## src/rtl/regfile_pkg.sv

```systemverilog
// Shared types and constants for the RISC-V integer register file.
package regfile_pkg;

  localparam int XLEN   = 32;
  localparam int NREGS  = 32;
  localparam int ADDR_W = 5;
  localparam int ERR_W  = 8;

  // Meaning of rdwr_config: bit 0 enables port 1 writes, bit 1 enables port 2 writes.
  typedef enum logic [1:0] {
    RF_READ    = 2'b00,
    RF_WR1     = 2'b01,
    RF_WR2     = 2'b10,
    RF_WR_BOTH = 2'b11
  } rdwr_cfg_e;

  // Bit positions inside the error/debug vector; upper bits are reserved.
  localparam int ERR_WR_X0     = 0;
  localparam int ERR_COLLIDE   = 1;
  localparam int ERR_LINK_NOWR = 2;

  // Return address register targeted by JAL/JALR link writes.
  localparam logic [ADDR_W-1:0] RA_ADDR = 5'd1;

  function automatic logic port1_wr_en(input rdwr_cfg_e cfg);
    return (cfg == RF_WR1) || (cfg == RF_WR_BOTH);
  endfunction

  function automatic logic port2_wr_en(input rdwr_cfg_e cfg);
    return (cfg == RF_WR2) || (cfg == RF_WR_BOTH);
  endfunction

endpackage

```

## src/rtl/regfile_write_decode.sv

```systemverilog
// Write decode: turns addresses, config and link_reg into per-register
// write enables, a per-register data select and the raw error flags.
module regfile_write_decode
  import regfile_pkg::*;
(
  input  logic [ADDR_W-1:0] i_addr1,
  input  logic [ADDR_W-1:0] i_addr2,
  input  rdwr_cfg_e         i_cfg,
  input  logic              i_link_reg,
  output logic [NREGS-1:0]  o_we,
  output logic [NREGS-1:0]  o_sel2,
  output logic [ERR_W-1:0]  o_err
);

  logic [ADDR_W-1:0] w_dest1;
  logic              w_en1;
  logic              w_en2;

  // A link write always lands in ra, whatever port 1's address says.
  assign w_dest1 = i_link_reg ? RA_ADDR : i_addr1;
  assign w_en1   = port1_wr_en(i_cfg);
  assign w_en2   = port2_wr_en(i_cfg);

  // Per-register enables; x0 is never enabled, so even an unknown address
  // cannot disturb it. Port 2 data is selected whenever port 2 hits, which
  // makes port 2 win a same-destination collision.
  always_comb begin
    o_we   = '0;
    o_sel2 = '0;
    for (int i = 1; i < NREGS; i++) begin
      o_we[i]   = (w_en1 && (w_dest1 == ADDR_W'(i))) ||
                  (w_en2 && (i_addr2 == ADDR_W'(i)));
      o_sel2[i] = w_en2 && (i_addr2 == ADDR_W'(i));
    end
  end

  // Raw error flags for the current cycle; the top registers them.
  always_comb begin
    o_err                = '0;
    o_err[ERR_WR_X0]     = (w_en1 && (w_dest1 == '0)) || (w_en2 && (i_addr2 == '0));
    o_err[ERR_COLLIDE]   = w_en1 && w_en2 && (w_dest1 == i_addr2) && (w_dest1 != '0);
    o_err[ERR_LINK_NOWR] = i_link_reg && !w_en1;
  end

endmodule

```

## src/rtl/register_file_v1.sv

```systemverilog
// RISC-V integer register file: 32 x 32-bit, x0 reads zero, two ports that
// each read combinationally and optionally write on the rising clock edge.
module register_file_v1
  import regfile_pkg::*;
(
  input  logic              clk,
  input  logic              rst,
  input  logic [ADDR_W-1:0] reg_addr1,
  input  logic [ADDR_W-1:0] reg_addr2,
  input  logic [XLEN-1:0]   wr_data1,
  input  logic [XLEN-1:0]   wr_data2,
  input  logic [1:0]        rdwr_config,
  input  logic              link_reg,
  output logic [XLEN-1:0]   outdata1,
  output logic [XLEN-1:0]   outdata2,
  output logic [ERR_W-1:0]  reg_file_error_vector
);

  logic [XLEN-1:0]  r_regs [NREGS];
  logic [ERR_W-1:0] r_err;
  logic [NREGS-1:0] w_we;
  logic [NREGS-1:0] w_sel2;
  logic [ERR_W-1:0] w_err;
  rdwr_cfg_e        w_cfg;

  assign w_cfg = rdwr_cfg_e'(rdwr_config);

  regfile_write_decode u_write_decode (
    .i_addr1    (reg_addr1),
    .i_addr2    (reg_addr2),
    .i_cfg      (w_cfg),
    .i_link_reg (link_reg),
    .o_we       (w_we),
    .o_sel2     (w_sel2),
    .o_err      (w_err)
  );

  // Register storage: async clear, then per-register writes (entry 0 stays zero).
  always_ff @(posedge clk or negedge rst) begin
    if (!rst) begin
      for (int i = 0; i < NREGS; i++) begin
        r_regs[i] <= '0;
      end
    end else begin
      for (int i = 1; i < NREGS; i++) begin
        if (w_we[i]) begin
          r_regs[i] <= w_sel2[i] ? wr_data2 : wr_data1;
        end
      end
    end
  end

  // Error vector captures only the cycle just completed; nothing is sticky.
  always_ff @(posedge clk or negedge rst) begin
    if (!rst) begin
      r_err <= '0;
    end else begin
      r_err <= w_err;
    end
  end

  // Combinational read muxes with no bypass; address 0 is forced to zero.
  always_comb begin
    outdata1 = (reg_addr1 == '0) ? '0 : r_regs[reg_addr1];
    outdata2 = (reg_addr2 == '0) ? '0 : r_regs[reg_addr2];
  end

  assign reg_file_error_vector = r_err;

endmodule

```

## config.mk

```make
export PLATFORM = sky130hd
export DESIGN_NAME = register_file_v1
export DESIGN_NICKNAME = d
export VERILOG_FILES = /design/src/rtl/regfile_pkg.sv /design/src/rtl/regfile_write_decode.sv /design/src/rtl/register_file_v1.sv
export SDC_FILE = /design/constraint.sdc
export NUM_CORES = 2
export LEC_CHECK = 0
export BUFFER_PORTS_ARGS = -buffer_cell sky130_fd_sc_hd__buf_2
export CORE_UTILIZATION = 40
export CTS_CLUSTER_DIAMETER = 80
export DETAILED_ROUTE_END_ITERATION = 12
export GPL_TIMING_DRIVEN = 0
export PLACE_DENSITY = 0.64
export SETUP_SLACK_MARGIN = 0.4
export SLEW_MARGIN = 20
export SYNTH_ARGS = -nofsm -noshare
export SYNTH_HDL_FRONTEND = slang
export SYNTH_SLANG_ARGS = --single-unit
```

## constraint.sdc

```tcl
create_clock -name clk -period 7.6 [get_ports clk]
set_clock_uncertainty 0.05 [all_clocks]
set_input_delay 1.52 -clock clk [delete_from_list [all_inputs] [get_ports clk]]
set_output_delay 1.52 -clock clk [all_outputs]
set_load 0.1 [all_outputs]
```

---- After elaboration in Yosys (flattened, before gate mapping) ----
Index checks and enable logic that the tools add are counted.
cells by class
  order comparisons ....................... 2
  equal/unequal tests ..................... 66
  muxes and demuxes ....................... 40
  bitwise operators ....................... 2
  reduce and logical (&&, ||, !) cells .... 107
operator list
  operator                                       number
  2-to-1 mux 32 bit                              37
  binary-select mux 32 bit (select 5 bit)        2
  == test 5 bit, second input constant           32
  == test 5 x 4 -> 1 bit, second input constant  16
  logical AND 1 bit                              68
  == test 5 x 3 -> 1 bit, second input constant  8
  logical OR 1 bit                               34
  == test 5 x 2 -> 1 bit, second input constant  4
  logical NOT 5 bit                              3
  >= comparator 6 bit, second input constant     2
  NOT 5 -> 6 bit                                 2
  == test 5 x 1 -> 1 bit, second input constant  2
  == test 5 bit                                  1
  2-to-1 mux 5 bit                               1
  nonzero test 5 bit                             1
  == test 2 bit, second input constant           2
  == test 2 x 1 -> 1 bit, second input constant  1
  logical NOT 1 bit                              1
storage, ports and cells
  register bits after elaboration ......... 995
  bits of input ports ..................... 79
  output and inout port bits .............. 72
  word-level logic and storage cells ...... 249

---- Depth between registers and ports, before layout ----
  depth after elaboration ................. 5
  gate-level depth with buffers ........... 10

---- Cells and area by module ----
From an unflattened synthesis, not the netlist that was laid out.
second synthesis, totals
  cell total of the unflattened synthesis .. 6,031
  area total of the unflattened synthesis .. 62,758.9 um^2
modules (own cells, without submodules)
  module                instances  cells an instance  area each (um^2)  seq. area each (um^2)
  register_file_v1      1          5,892              62,008.2          25,024.0
  regfile_write_decode  1          139                750.7             0.0

---- Least setup slack after synthesis ----
No wires, ideal clock.
  path type ............................... input-to-output
  start ................................... in reg_addr2[1]
  end ..................................... out outdata2[20]
  arrival ................................. 4.987 ns
  required time ........................... 6.030 ns
  setup slack ............................. 1.043 ns
  stages on the path ...................... 8
  buffers on the path ..................... 5
  path through ............................ buf_4 buf_2 buf_4 buf_4 buf_2 mux4_2 mux2i_1 a221oi_1
on the way
  word-level cells in the longest chain between the ends .. 5
  elaborated cells on any way between the ends .. 6
  classes of those cells .................. mux: 4; bitwise: 1; reduce/logical: 1
ends and longest elaborated chain
  what                                                   RTL line                text
  from (decl)                                            register_file_v1.sv:9   input logic [ADDR_W-1:0] reg_addr2,
  NOT 5 -> 6 bit (not written as such)                   register_file_v1.sv:65  outdata2 = (reg_addr2 == '0) ? '0 : r_regs[reg_addr2];
  binary-select mux 32 bit (select 5 bit)                register_file_v1.sv:65
  2-to-1 mux 32 bit (not written as such) (2 in series)  register_file_v1.sv:65
  2-to-1 mux 32 bit (*)                                  register_file_v1.sv:65
  to (decl)                                              register_file_v1.sv:15  output logic [XLEN-1:0] outdata2,
Mark *: on every way between the ends. The rest lies on a longest branch, timed or not. The select of a mux whose other input is x is not followed.

---- Worst setup path after layout ----
  start ................................... in reg_addr2[0]
  end ..................................... out outdata2[17]
The elaborated chain is that of the path after synthesis.

==> impl_metrics.env <==
export IMPL_yosys_warnings=32
export IMPL_rows=145
export IMPL_post_route_drc_count=0
export IMPL_dr_pass1_iters=9
export IMPL_cts_tree="yes"
export IMPL_r2r_end="r_regs[334]$_DFFE_PN0P_"
export IMPL_worstSetupPathType="input port to output port"
export IMPL_port_buffers=140
export IMPL_vias=57300
export IMPL_synth_edf_count=0
export IMPL_stdcell_area_sq_um=70600
export IMPL_htreeDepth=3
export IMPL_antenna_found_initial=29
export IMPL_crit_required_ps=6030
export IMPL_fin_setup_tns_ps=0
export IMPL_wl_per_cell_um=36.3
export IMPL_die_h_um=399
export IMPL_cts_buffers=114
export IMPL_hold_end="r_regs[977]$_DFFE_PN0P_"
export IMPL_hold_violations=0
export IMPL_drive_gt1_share_pct=19.2
export IMPL_synth_top_area_cell="dfrtp_1"
export IMPL_synthToLayoutAreaGrowth_pct=11.9
export IMPL_outcome="complete, no violations"
export IMPL_start_kind="input port"
export IMPL_synth_top_area_share_pct=39.5
export IMPL_cap_viol_max_count=0
export IMPL_r2r_slack_ps=6760
export IMPL_async_reset_ff_share_pct=100
export IMPL_rsz0062_at_grt="no"
export IMPL_vias_per_cell=6.69
export IMPL_grt_util_all_layers_pct=38.3
export IMPL_cp_max_fo=10
export IMPL_whs_ps=455
export IMPL_cts_sinks=995
export IMPL_synth_area_leaders="dfrtp_1 (39%), mux2i_1 (18%), mux4_2 (14%), a21oi_1 (6.8%), nor2_1 (4.8%)"
export IMPL_setup_slack_ps=165
export IMPL_tightest_slew_ps=1370
export IMPL_min_period_over_period_pct=97.8
export IMPL_post_dp_cell_area_sq_um=66700
export IMPL_clk_pin_slew_ps=60
export IMPL_drv_slew=0
export IMPL_avgSynthCellArea_sq_um=10.3
export IMPL_p_per_area_nw_per_um2=278
export IMPL_io_pins=151
export IMPL_synth_seq_area_share_pct=39.5
export IMPL_grt_pass1_vias=54500
export IMPL_clockRootBuffer="clkbuf_16"
export IMPL_postRouteWirelength_mm=310
export IMPL_ir_worst_vdd_mv=0.250
export IMPL_syn_inst=6119
export IMPL_place_congestion=1.06
export IMPL_grt_start_max_net_pins=125
export IMPL_holdPathStages=2
export IMPL_ys_ff_latch=995
export IMPL_timing_rr_start="r_regs[334]$_DFFE_PN0P_"
export IMPL_yosysMostFrequentCell="mux2i_1"
export IMPL_synth_cell_area_sq_um=63100
export IMPL_die_w_um=399
export IMPL_period_minus_slack_ps=7440
export IMPL_clk_latency_ps=770
export IMPL_arrival_ps=5870
export IMPL_synth_commonest_cells="mux2i_1 (1144), dfrtp_1 (995), a21oi_1 (852), nor2_1 (806), mux4_2 (404)"
export IMPL_ctsLongestPathBuffers=3
export IMPL_dp_hpwl_mm=241
export IMPL_worstHoldPathType="register to register"
export IMPL_synth_cell_types=64
export IMPL_hold_start="r_regs[977]$_DFFE_PN0P_"
export IMPL_grt_pass1_wl_mm=424
export IMPL_pre_cts_slack_ps=255
export IMPL_p_leak_nw=31.2
export IMPL_coreArea_sq_um=156000
export IMPL_critPathCaptureType="output port"
export IMPL_ys_flop_type="dfrtp_1"
export IMPL_ff2ff_path_depth=2
export IMPL_die_area_sq_um=159000
export IMPL_nets=6469
export IMPL_max_freq_mhz=134
export IMPL_grt_overflow=0
export IMPL_finalSetupViolCount=0
export IMPL_drt_first_iter_violations=9070
export IMPL_drtAntennaViolNets=0
export IMPL_slew_headroom_pct=8.54
export IMPL_initial_core_util_pct=40.3
cell type report:
type / count / area (sq um)
fill: 15000 / 85800
inverter: 3 / 11.3
tap: 2058 / 2570
buffer: 729 / 3370
clock buffer: 160 / 3290
antenna: 18 / 45.0
timing repair buffer: 151 / 982
sequential: 995 / 24900
clock inverter: 47 / 538
multi-input combinational: 4396 / 34900
critical path, cell delays in order:
cell and delay (ps):
buf_2 190, buf_4 230, buf_6 290, buf_4 570, buf_6 370, buf_2 480
a221oi_1 150, nor3_1 450, a211oi_1 200, nor2_1 740, buf_2 560
cells in the final DEF, fill, tap and decap left out, types with 6 or more instances in the layout:
master     instances
o21bai_1          12
mux2_2            72
clkbuf_2          16
nor2_1           804
clkbuf_8          24
bufinv_16         10
a22oi_1           51
clkbuf_1         349
nor2b_1           63
buf_1             19
nand2_1          318
buf_16             9
a221o_1            9
mux2i_1         1144
dfrtp_1          995
a211oi_1          23
a221oi_1          51
o21ai_1           30
nor3_4             8
nand3_1          114
nand2b_1          12
o221ai_1          15
o22ai_1            6
mux4_2           404
nor3_1            46
buf_4             46
buf_2            453
clkbuf_16        115
diode_2           18
o21ai_0          277
buf_6              7
nor3_2             7
clkinv_2          29
a21oi_1          852
sequential cells by signal (all words and copies together), names as in the netlist:
signal / cells
r_regs: 992
reg_file_error_vector: 3
stage by stage:
step / total power, W / cells / utilization, %
3_3_place_gp: 0.0134 / 8321 / 42.4
4_1_cts: 0.0194 / 8538 / 45.1
5_1_grt: 0.0202 / 8541 / 45.1
6_report: 0.0196 / 8557 / 45.1
2_1_floorplan: 0.0114 / 6123 / -
3_5_place_dp: 0.0136 / 8331 / 42.6
logic make-up (layout without fill, tap and decap cells):
| kind of cell | after synthesis | in the layout | synth area share, % |
|---|---|---|---|
| xor+xnor | 2 | 2 | 0.0278 |
| buf+inv | 732 | 1090 | 5.32 |
| mux | 1620 | 1620 | 33.9 |
| simple gates | 1405 | 1405 | 9.36 |
| flops | 995 | 995 | 39.5 |
| other cells | 1 | 23 | 0.00594 |
| compound gates | 1364 | 1364 | 12.0 |
per-layer routing:
metal,track usage (%),share of wire (%)
met3,14.3,13
met1,47.6,36
met5,0,0.043
met4,28.3,9.0
met2,54.3,41
worst max path at each step:
| stage | start | endpoint | slack, ps | cells past startpoint |
|---|---|---|---|---|
| 2_1_floorplan | reg_addr2[1] | outdata2[20] | 1040 | 8 |
| 3_3_place_gp | rst | r_regs[291]$_DFFE_PN0P_ | -18170 | 1 |
| 3_5_place_dp | reg_addr2[4] | outdata2[14] | 260 | 7 |
| 4_1_cts | reg_addr2[0] | outdata2[27] | 410 | 11 |
| 5_1_grt | reg_addr2[1] | outdata2[16] | 410 | 9 |
| 6_report | reg_addr2[0] | outdata2[17] | 160 | 11 |
power breakdown:
| group | leakage, nW | switching [W] | total (W) | internal, W |
|---|---|---|---|---|
| Combinational | 17.4 | 0.00342 | 0.00572 | 0.00230 |
| Sequential | 11.9 | 0.00136 | 0.00807 | 0.00671 |
| Clock | 1.90 | 0.00252 | 0.00586 | 0.00334 |
| Total | 31.2 | 0.00730 | 0.0196 | 0.0123 |
repair_timing:
| item | in CTS | in global routing |
|---|---|---|
| setup buffers | 0 | 0 |
| cloned | 0 | 0 |
| hold buffers | 0 | 0 |
| gates resized for setup | 3 | 2 |
| endpoints found under the setup margin | 3 | 2 |
Power figures use the tool's default switching activity.
